$ cat config.mk
export PLATFORM = sky130hd
export DESIGN_NAME = instr_fetch_unit_flat
export DESIGN_NICKNAME = d
export VERILOG_FILES = /design/src/rtl/instr_fetch_unit_if.sv /design/src/rtl/instr_fetch_unit.sv /design/src/flat_wrapper.sv
export SDC_FILE = /design/constraint.sdc
export NUM_CORES = 1
export LEC_CHECK = 0
export CORE_AREA = 4 4 270 272
export DETAILED_ROUTE_END_ITERATION = 10
export DIE_AREA = 0 0 274 276
export GPL_ROUTABILITY_DRIVEN = 0
export PLACE_DENSITY = 0.76
export REMOVE_ABC_BUFFERS = 1
export SYNTH_ARGS = -nofsm -noshare
export SYNTH_HDL_FRONTEND = slang
export SYNTH_SLANG_ARGS = --single-unit
export TNS_END_PERCENT = 10
$ cat constraint.sdc
create_clock -name clk -period 2.8 [get_ports clk]
set_input_delay 0.56 -clock clk [delete_from_list [all_inputs] [get_ports clk]]
set_output_delay 0.56 -clock clk [all_outputs]
set_load 0.05 [all_outputs]
$ cat src/rtl/instr_fetch_unit_if.sv
// Instruction issue handshake between the fetch unit and the core decoder.
// The master offers instr/instr_valid; the slave answers with instr_ready.
interface instr_fetch_unit_if #(
    parameter int INSTR_WIDTH = 16
);
    logic [INSTR_WIDTH-1:0] instr;
    logic                   instr_valid;
    logic                   instr_ready;

    modport master (
        output instr,
        output instr_valid,
        input  instr_ready
    );

    modport slave (
        input  instr,
        input  instr_valid,
        output instr_ready
    );
endinterface

$ cat src/rtl/instr_fetch_unit.sv
// Instruction fetch/issue: loadable program memory, PC, halt detection
// and valid/ready issue to the core with taken-branch redirects.
module instr_fetch_unit #(
    parameter int                     INSTR_WIDTH = 16,
    parameter int                     ADDR_WIDTH  = 6,
    parameter logic [INSTR_WIDTH-1:0] HALT_WORD   = '0,
    parameter int                     CNT_WIDTH   = 16
) (
    input  logic                   clk,
    input  logic                   rst,
    input  logic                   i_start,
    input  logic                   i_prog_we,
    input  logic [ADDR_WIDTH-1:0]  i_prog_addr,
    input  logic [INSTR_WIDTH-1:0] i_prog_data,
    input  logic                   i_pc_load,
    input  logic [ADDR_WIDTH-1:0]  i_pc_target,
    instr_fetch_unit_if.master     fetch,
    output logic [ADDR_WIDTH-1:0]  o_pc,
    output logic                   o_busy,
    output logic                   o_halted,
    output logic [CNT_WIDTH-1:0]   o_issued_cnt
);
    localparam int DEPTH = 2 ** ADDR_WIDTH;

    typedef enum logic [2:0] {
        S_IDLE,
        S_FETCH,
        S_DECIDE,
        S_ISSUE,
        S_HALT
    } state_t;

    state_t                 r_state;
    state_t                 w_state_nxt;
    logic [INSTR_WIDTH-1:0] r_mem [DEPTH];
    logic [INSTR_WIDTH-1:0] r_rdata;
    logic [INSTR_WIDTH-1:0] r_instr;
    logic                   r_valid;
    logic [ADDR_WIDTH-1:0]  r_pc;
    logic [ADDR_WIDTH-1:0]  w_pc_nxt;
    logic [CNT_WIDTH-1:0]   r_cnt;
    logic                   w_hs;
    logic                   w_mem_we;
    logic                   w_is_halt;

    assign w_hs      = r_valid && fetch.instr_ready;
    assign w_is_halt = (r_rdata == HALT_WORD);
    assign w_mem_we  = i_prog_we &&
                       ((r_state == S_IDLE) || (r_state == S_HALT));

    always_comb begin
        w_state_nxt = r_state;
        w_pc_nxt    = r_pc;
        unique case (r_state)
            S_IDLE: begin
                if (i_pc_load) w_pc_nxt = i_pc_target;
                if (i_start) w_state_nxt = S_FETCH;
            end
            S_FETCH: w_state_nxt = S_DECIDE;
            S_DECIDE: begin
                w_state_nxt = w_is_halt ? S_HALT : S_ISSUE;
            end
            S_ISSUE: begin
                // Redirects only take effect together with an accept
                if (w_hs) begin
                    w_state_nxt = S_FETCH;
                    w_pc_nxt    = i_pc_load ? i_pc_target
                                            : r_pc + ADDR_WIDTH'(1);
                end
            end
            S_HALT: begin
                if (i_pc_load) w_pc_nxt = i_pc_target;
                if (i_start) w_state_nxt = S_FETCH;
            end
            default: w_state_nxt = S_IDLE;
        endcase
    end

    always_ff @(posedge clk) begin
        if (rst) r_state <= S_IDLE;
        else     r_state <= w_state_nxt;
    end

    always_ff @(posedge clk) begin
        if (rst) begin
            r_pc    <= '0;
            r_instr <= '0;
            r_valid <= 1'b0;
            r_cnt   <= '0;
        end else begin
            r_pc <= w_pc_nxt;
            if (r_state == S_DECIDE && !w_is_halt) begin
                r_instr <= r_rdata;
                r_valid <= 1'b1;
            end
            if (w_hs) begin
                r_valid <= 1'b0;
                r_cnt   <= r_cnt + CNT_WIDTH'(1);
            end
        end
    end

    // Program memory is not reset; writes never overlap a read
    always_ff @(posedge clk) begin
        if (w_mem_we) r_mem[i_prog_addr] <= i_prog_data;
        if (r_state == S_FETCH) r_rdata <= r_mem[r_pc];
    end

    assign fetch.instr       = r_instr;
    assign fetch.instr_valid = r_valid;
    assign o_pc              = r_pc;
    assign o_issued_cnt      = r_cnt;
    assign o_halted          = (r_state == S_HALT);
    assign o_busy            = (r_state == S_FETCH) ||
                               (r_state == S_DECIDE) ||
                               (r_state == S_ISSUE);
endmodule

$ cat src/flat_wrapper.sv
// flat-port wrapper written by rule: the top's interface ports become plain ports
module instr_fetch_unit_flat 
#(
    parameter int                     INSTR_WIDTH = 16,
    parameter int                     ADDR_WIDTH  = 6,
    parameter logic [INSTR_WIDTH-1:0] HALT_WORD   = '0,
    parameter int                     CNT_WIDTH   = 16
)
  (clk, rst, i_start, i_prog_we, i_prog_addr, i_prog_data, i_pc_load, i_pc_target, o_pc, o_busy, o_halted, o_issued_cnt, fetch_instr, fetch_instr_valid, fetch_instr_ready);
  instr_fetch_unit_if #(.INSTR_WIDTH(INSTR_WIDTH)) fetch_i ();
  input  logic clk;
  input  logic rst;
  input  logic i_start;
  input  logic i_prog_we;
  input  logic [ADDR_WIDTH-1:0] i_prog_addr;
  input  logic [INSTR_WIDTH-1:0] i_prog_data;
  input  logic i_pc_load;
  input  logic [ADDR_WIDTH-1:0] i_pc_target;
  output logic [ADDR_WIDTH-1:0] o_pc;
  output logic o_busy;
  output logic o_halted;
  output logic [CNT_WIDTH-1:0] o_issued_cnt;
  output wire logic [$bits(fetch_i.instr)-1:0] fetch_instr;
  output wire logic [$bits(fetch_i.instr_valid)-1:0] fetch_instr_valid;
  input wire logic [$bits(fetch_i.instr_ready)-1:0] fetch_instr_ready;
  assign fetch_instr = fetch_i.instr;
  assign fetch_instr_valid = fetch_i.instr_valid;
  assign fetch_i.instr_ready = fetch_instr_ready;
  instr_fetch_unit #(.INSTR_WIDTH(INSTR_WIDTH), .ADDR_WIDTH(ADDR_WIDTH), .HALT_WORD(HALT_WORD), .CNT_WIDTH(CNT_WIDTH)) u_core (.clk(clk), .rst(rst), .i_start(i_start), .i_prog_we(i_prog_we), .i_prog_addr(i_prog_addr), .i_prog_data(i_prog_data), .i_pc_load(i_pc_load), .i_pc_target(i_pc_target), .fetch(fetch_i), .o_pc(o_pc), .o_busy(o_busy), .o_halted(o_halted), .o_issued_cnt(o_issued_cnt));
endmodule
# Word-level counts from Yosys, hierarchy flattened
# Memories as Yosys holds them, arrays and structs flattened. A register that Yosys moved wholly into a read port is not among the register bits.
# Index checks and enable logic that the tools add are counted.
# W data, S select, Z words.
# totals
regBits	42
mem_bits_rw	1024
input_bits	34
word_cells	39
n_memories	1
# mem_list
name	depth	word_bits	read_ports	rd_clocked_by_memory_dff	wr	line	source
u_core.r_mem	64	16	1	1	1	instr_fetch_unit.sv:35	logic [INSTR_WIDTH-1:0] r_mem [DEPTH];
# classes
addsub	2
eq_ne	7
n_mux	10
reduce_logical	14
# ops
operator	count
$mux W6	3
$add A16 B1 Y16 const B	1
$logic_not A16 Y1	1
$pmux W3 S4	1
$pmux W6 S2	1
$mux W3	3
$add A6 B1 Y6 const B	1
$eq A3 B2 Y1 const B	2
$ne A2 B1 Y1 const B	3
$reduce_or A2 Y1	2
$eq A3 B1 Y1 const B	1
$eq A3 B3 Y1 const B	1
$logic_and A1 B1 Y1	3
$logic_not A3 Y1	1
$logic_or A1 B1 Y1	3
$reduce_and A3 Y1	1
$mux W1	2
$reduce_and A2 Y1	1
$reduce_bool A2 Y1	1
$logic_not A1 Y1	1

# Longest topological paths before layout
# Gate-level depths: netlist of run 1.
# depth
word_depth	5
depth_mapped	9
ltp_nobuf	5

# Least setup slack after synthesis of run 1
# Ideal clock, no wire load.
# synth_timing
kind	register -> register
from	register u_core.r_pc[0] (netlist: u_core.o_pc[0])
to	register u_core.r_rdata[0] (read register of u_core.r_mem) (data pin)
setup_ps	279
arrival_time_ps	2257
required_time_ps	2521
path_slack_ps	264
path_stages_with_launch	8
path_buffers	3
cell_sequence	dfxtp_1 buf_6 buf_8 buf_2 mux4_2 mux2_2 o22ai_1 a221oi_1
# synth_lines
element	line	source
from (decl)	instr_fetch_unit.sv:39	logic [ADDR_WIDTH-1:0] r_pc;
from (signal assigned)	instr_fetch_unit.sv:91	r_pc <= w_pc_nxt;
to (decl)	instr_fetch_unit.sv:36	logic [INSTR_WIDTH-1:0] r_rdata;

==> metrics, run 1 <==
Least-Margin Pin Slew 1157 ps; Max Clk Rate ~0.36 GHz; min cycle time layout 2769 ps; CTS tree built; Seq cells post-synth 1,082; Remaining DRCs 0; Placed Cells incl. Taps 3,215; RSZ-0062 raised after global routing false; largest family of logic cells by synthesized area multiplexers; total CTS buffers 102; Hold Vio Cnt, Final 0; hold path cells 2; TNS Setup 0 ps; Fillers 4,227; XOR/XNOR Fraction of Synth Area 0.2300%; core area 0.07075 mm2; Sinks on Clock Net ~1,100; hold_ws between 300 and 400 ps; Setup CP Type reg2reg; Slew headroom 22.51%; Arr. time, crit path 3240 ps; Post-synth top flop edfxtp_1; Max Cap Violations 0; register area share after synthesis 76.57%; initial DRC count 3,416; CP endpoint kind flip-flop; R2R Setup Slk 30 ps; WP data required 3270 ps; Max Root-Sink Buffers 3; Synth Area in Compound Gates around 4.4%; CP Max Fanout 24; Overall Global Routing Usage roughly 28%; CTS Root Cell clkbuf_16; ratio of cells with drive above 1 in the final layout between 20% and 30%; vias 22,650; clk_lat worst skew 670 ps; Layout area overhead 15.93%; largest cells by area after synthesis edfxtp_1 75%, mux4_2 9.0%, mux2i_1 4.0%; final cell count without fillers 3,406; I/O Buffers 74; VDD IR max 0.0004885 V; post-synthesis adder-cell area fraction 0.05975%; Starting Density slightly below 60%; first-pass GRT wire length 154,600 um; I/O Pins 75; Critical R2R Launch u_core.o_pc[0]; # nets final 2,405; RR Endpoint u_core.r_rdata[5]; die area roughly 0.076 mm2; min-delay worst type in2reg; total power 35,210 uW; Final Routed Wirelength 106,100 um; Die Ht around 280 um; Yosys top cell by area edfxtp_1; Post-synth ARST share 0%; FP Rows 98; Post-Synth Simple-Gate Area under 10%; multiplexer share of the synthesized area 14.14%; H-tree levels 3; Worst Reg2Reg Path Length in Cells 7; CP Launch Type flip-flop; period utilization between 90% and 100%; mean routed wirelength per cell between 30 and 40 um; Post-Layout Inst Area 0.04855 mm2; Pre-antenna DRT Iters 6; mapped cell area 0.04188 mm2; YS warnings 0; Post-DRT Antenna Nets 0; Hold EP u_core.r_mem[35][11]; post-synth top area share 74.56%; post-CTS setup buffers 0; number of synthesized flops with an enable pin 1,040; count of different cell masters after synthesis 54; post-synthesis instance total 2,109; antenna violations before repair 4; total gr overflow 0; Max Slew Vio Count 0; pin count of the biggest net entering global routing 65; Final Setup Violations 0; post-DP HPWL 64,540 um; Syn Area/Cell 19.86 um2; Pwr Density 725.2 mW/mm2; P_leak 0.01532 uW; Worst-path clk slew ~60 ps; Vias/cell about 6.7; vias in the first global route about 22,000; Min-Delay Startpoint i_prog_data[11]; final clock skew 29.70 ps; outcome finished clean; placed inst area 0.04511 mm2; Die W 274 um
layout by cell type (no fill, tap or decap), types with 6 or more instances in the layout:
cell type / netlist / final
a2111oi_0: 13 / 11
a211o_1: 25 / 25
a211oi_1: 8 / 8
a21oi_1: 45 / 45
a221oi_1: 33 / 33
a22o_1: 15 / 15
a22oi_1: 13 / 13
and2_1: 6 / 6
buf_12: 0 / 44
buf_2: 29 / 16
buf_4: 18 / 164
bufinv_16: 0 / 11
clkbuf_1: 52 / 13
clkbuf_16: 0 / 110
clkdlybuf4s50_1: 0 / 50
clkinv_1: 0 / 22
clkinv_2: 0 / 20
clkinvlp_4: 0 / 7
dfxtp_1: 42 / 38
edfxtp_1: 1040 / 1040
mux2_2: 22 / 22
mux2i_1: 168 / 168
mux4_1: 8 / 8
mux4_2: 168 / 168
nand2_1: 53 / 53
nand2b_1: 9 / 9
nand3_1: 26 / 26
nor2_1: 118 / 118
nor2b_1: 8 / 6
nor3_1: 7 / 7
nor4_1: 9 / 9
o21ai_0: 32 / 32
o221ai_1: 17 / 17
o22ai_1: 46 / 46
or3_1: 6 / 6
xnor2_1: 6 / 6
power breakdown:
group | internal, uW | total (uW) | leakage (uW) | switching [uW]
logic | 1260 | 3180 | 0.00395 | 1910
clock network | 8180 | 14100 | 0.00167 | 5870
registers | 17900 | 18000 | 0.00970 | 120
total | 27300 | 35200 | 0.0153 | 7910
stage by stage:
| step | utilization (%) | setup slack, ps |
|---|---|---|
| 2_1_floorplan | - | -9662 |
| 3_3_place_gp | 63.76 | 72.71 |
| 3_5_place_dp | 63.76 | 72.30 |
| 4_1_cts | 68.61 | 28.21 |
| 5_1_grt | 68.62 | 13.64 |
| 6_report | 68.63 | 30.61 |
registers in the layout (all words and copies together) (netlist names):
register,cells
u_core.r_mem,1024
u_core.r_state,3
u_core.fetch.instr,16
u_core.o_pc,6
u_core.r_rdata,16
u_core.o_issued_cnt,16
u_core.fetch.instr_valid,1
how the worst max path moves through the flow:
| stage | from | to | slack (ps) | cells after the start |
|---|---|---|---|---|
| global route | u_core.o_pc[0] | u_core.r_rdata[10] | 10 | 6 |
| detailed placement | u_core.o_pc[1] | u_core.r_rdata[11] | 70 | 8 |
| global placement | u_core.o_pc[1] | u_core.r_rdata[11] | 70 | 8 |
| finish | u_core.o_pc[0] | u_core.r_rdata[5] | 30 | 7 |
| floorplan | u_core.o_pc[1] | u_core.r_rdata[0] | -9660 | 5 |
| CTS | u_core.o_pc[0] | u_core.r_rdata[10] | 30 | 6 |
layer usage:
layer / vias up / global-route usage, % / part of all wire, %
met5: - / 0 / 0.019
met4: 2 / 10.44 / 4.2
met3: 270 / 7.108 / 12
met2: 1588 / 42.64 / 47
met1: 11540 / 40.47 / 37
li1: 9253 / - / -
cell type report:
cell class | count | area [um2] | area share (%)
tap | 950 | 1189 | 2.448
multi-input combinational | 903 | 9119 | 18.78
timing repair buffer | 276 | 2710 | 5.582
inverter | 4 | 15.01 | 0.03092
sequential | 1082 | 32080 | 66.08
antenna | 2 | 5.005 | 0.01031
clock inverter | 64 | 604.3 | 1.245
clock buffer | 125 | 2829 | 5.826
cells by family after synthesis:
group,count (synthesis)
flops,1082
mux,366
simple gates,263
compound gates,261
buf+inv,124
xor+xnor,11
fa+ha+maj,2
critical path, stage by stage, from the launching register on:
cell	delay (ps)
dfxtp_4	420
buf_12	170
or3b_1	590
buf_12	260
o22ai_1	370
a211o_1	280
o22ai_1	210
a221oi_1	260
repair_timing:
action,in CTS,in global routing
resized for setup,2,3
cloned,0,0
setup endpoints to repair,2,2
hold buffers,0,0
pin swaps,0,0
cells in the mapped netlist, types with 4 or more instances:
master	instances
a2111oi_0	13
nand3b_1	4
o22ai_1	46
a221oi_1	33
nand3_1	26
mux2_2	22
a22o_1	15
a211o_1	25
mux4_1	8
buf_1	4
o211ai_1	4
or3_1	6
buf_6	13
nand4_1	5
buf_8	4
a211oi_1	8
inv_1	4
and3_1	5
edfxtp_1	1040
buf_2	29
and2_1	6
mux4_2	168
a22oi_1	13
nand2b_1	9
buf_4	18
xnor2_1	6
a21oi_1	45
nor3_1	7
xor2_1	5
nor4_1	9
mux2i_1	168
nor2b_1	8
nor2_1	118
o21ai_0	32
nand2_1	53
o221ai_1	17
clkbuf_1	52
dfxtp_1	42
No activity file was read; power rests on OpenSTA's default activity.
==> run 2, diff against run 1 <==
--- a/config.mk
+++ b/config.mk
@@ -5,11 +5,13 @@
 export SDC_FILE = /design/constraint.sdc
 export NUM_CORES = 1
 export LEC_CHECK = 0
-export CORE_AREA = 4 4 270 272
+export CELL_PAD_IN_SITES_DETAIL_PLACEMENT = 0
+export CELL_PAD_IN_SITES_GLOBAL_PLACEMENT = 1
+export CORE_AREA = 4 4 281 283
 export DETAILED_ROUTE_END_ITERATION = 10
-export DIE_AREA = 0 0 274 276
+export DIE_AREA = 0 0 285 287
 export GPL_ROUTABILITY_DRIVEN = 0
-export PLACE_DENSITY = 0.76
+export PLACE_DENSITY_LB_ADDON = 0.1
 export REMOVE_ABC_BUFFERS = 1
 export SYNTH_ARGS = -nofsm -noshare
 export SYNTH_HDL_FRONTEND = slang
==> metrics, run 2 (synthesis gave the netlist of run 1 again) <==
critical path cell sequence buf_4 -> buf_4 -> mux4_2 -> o21ai_0 -> a22o_1 -> a221oi_1; CP Launch Type flip-flop; Max Slew Vio Count 0 (unchanged); total CTS buffers 107 (+4.9%); Final Setup Violations 1 (+1); Least-Margin Pin Slew 919.0 ps (-238.2 ps); H-tree levels 3 (unchanged); CP most frequent cell buf_4; vias in the first global route 21,890 (-2.3%); placed inst area 0.04572 mm2 (+1.4%); Worst Reg2Reg Path Length in Cells 6 (-1); mean routed wirelength per cell 30.65 um (-1.7%); failing checks setup timing; outcome finished with violations; Remaining DRCs 0 (unchanged); Critical R2R Launch u_core.o_pc[3]; Fillers 5,215 (+23%); Min-Delay Startpoint i_prog_data[12]; vias 21,920 (-3.2%); Worst-path clk slew 60 ps (about the same); TNS Setup -20.82 ps (-20.82 ps); Hold Vio Cnt, Final 0 (unchanged); period utilization 100.7% (+1.8 points); # nets final 2,417 (+0.50%); R2R Setup Slk -20 ps (-50 ps); Critical Path Max Stage Delay 490 ps (-100 ps); CP Max Fanout 16 (-33%); most frequent cells in the layout 1,040 x edfxtp_1, 168 x mux4_2, 168 x mux2i_1, 134 x buf_4, 118 x nor2_1; Final Routed Wirelength 107,400 um (+1.2%); pin count of the biggest net entering global routing 65 (unchanged); final core occ 64.08% (-4.5 points); Die Ht 287 um (+4.0%); RR Endpoint u_core.r_rdata[4]; Post-Layout Inst Area 0.04915 mm2 (+1.2%); min cycle time layout 2821 ps (+51.43 ps); CTS Root Cell clkbuf_16; hold path cells 1 (-1); slowest CP cell dfxtp_4; Vias/cell 6.254 (-6.0%); Max Root-Sink Buffers 3 (unchanged); WP data required 3180 ps (-90 ps); final setup margin -20.82 ps (-51.43 ps); Hold Buf Count CTS 0 (unchanged); VDD IR max 0.0005676 V (+16%); antenna violations before repair 4 (unchanged); Setup CP Type reg2reg; Pwr Density 713.5 mW/mm2 (-1.6%); Post-DRT Antenna Nets 0 (unchanged); CP endpoint kind flip-flop; clk_lat worst skew 660 ps (about the same); max FFs per register 1,024 (unchanged); Hold EP u_core.r_mem[50][12]; core area 0.07670 mm2 (+8.4%); Sinks on Clock Net 1,082 (unchanged); P_leak 0.01545 uW (+0.88%); total gr overflow 0 (unchanged); commonest non-fill, non-tap cell in the layout edfxtp_1; Starting Density 54.61% (-4.6 points); post-DP HPWL 67,300 um (+4.3%); CTS tree built; initial DRC count 2,408 (-30%); Die W 285 um (+4.0%); Slew headroom 38.73% (+16 points); I/O Pins 75 (unchanged); min-delay worst type in2reg; ratio of cells with drive above 1 in the final layout 24.02% (+0.34 points); Max Clk Rate 0.3545 GHz (-1.8%); die area 0.08180 mm2 (+8.2%); Overall Global Routing Usage 26.38% (-1.8 points); post-CTS setup buffers 0 (unchanged); diode count 0 (-2); Top reg by flops u_core.r_mem; Layout area overhead 17.34%; FP Rows 102 (+4.1%); I/O Buffers 74 (unchanged); Pre-antenna DRT Iters 5 (-1); final clock skew 19.72 ps (-9.987 ps); first-pass GRT wire length 154,500 um (-0.12%); RSZ-0062 raised after global routing false; Setup WS pre-CTS -287.6 ps (-359.9 ps); Max Cap Violations 0 (unchanged); Arr. time, crit path 3200 ps (-40 ps)
==> run 2: cell type report <==
type	instances	area (um2)	area share (%)
Multi-Input combinational cell	903	9176	18.67
Sequential cell	1082	32090	65.29
Clock buffer	131	2798	5.692
Clock inverter	62	563.0	1.146
Timing Repair Buffer	283	3206	6.522
Inverter	4	15.01	0.03055
Tap cell	1040	1301	2.648
==> run 2: worst max path at each step <==
stage | to | from | cells past startpoint | slack (ps)
after floorplan | u_core.r_rdata[0] | u_core.o_pc[1] | 5 | -9660
after global routing | u_core.r_rdata[4] | u_core.o_pc[3] | 6 | 4
final | u_core.r_rdata[4] | u_core.o_pc[3] | 6 | -20
after global placement | u_core.r_rdata[0] | u_core.o_pc[0] | 6 | -250
after CTS | u_core.r_rdata[13] | u_core.o_pc[0] | 6 | -90
after detailed placement | u_core.r_rdata[0] | u_core.o_pc[0] | 6 | -290
==> run 2: layer usage <==
| layer | GRT usage (%) | vias to the layer above | wire length, um |
|---|---|---|---|
| met1 | 38.55 | 11440 | 44250 |
| met4 | 6.826 | 2 | 2412 |
| li1 | - | 9270 | - |
| met2 | 40.66 | 1067 | 50250 |
| met3 | 6.511 | 142 | 10500 |
| met5 | 0 | - | 13 |
==> run 2: where the power goes <==
part | internal (uW) | switching (uW)
sequential | 17900 | 134
clock | 7980 | 5840
combinational | 1300 | 1950
==> run 2: through the flow <==
| step | cells | hold slack (ps) | total power, uW |
|---|---|---|---|
| final | 3505 | 261.9 | 35070 |
| after global routing | 3505 | 259.4 | 36190 |
| after CTS | 3505 | 236.3 | 35300 |
| after detailed placement | 3312 | 446.8 | 21550 |
| after global placement | 3312 | 444.8 | 21510 |
| after floorplan | 1989 | 489.3 | 20450 |
==> run 2: critical path: cells and delay by family (launching register included) <==
family          cells  cell delay, ps
buf+inv             2             630
flops               1             490
compound gates      3            1010
mux                 1             390
==> run 2: what timing repair did <==
item | 4_1_cts | 5_1_grt
resized for setup | 10 | 14
cloned | 0 | 0
setup endpoints to repair | 12 | 11
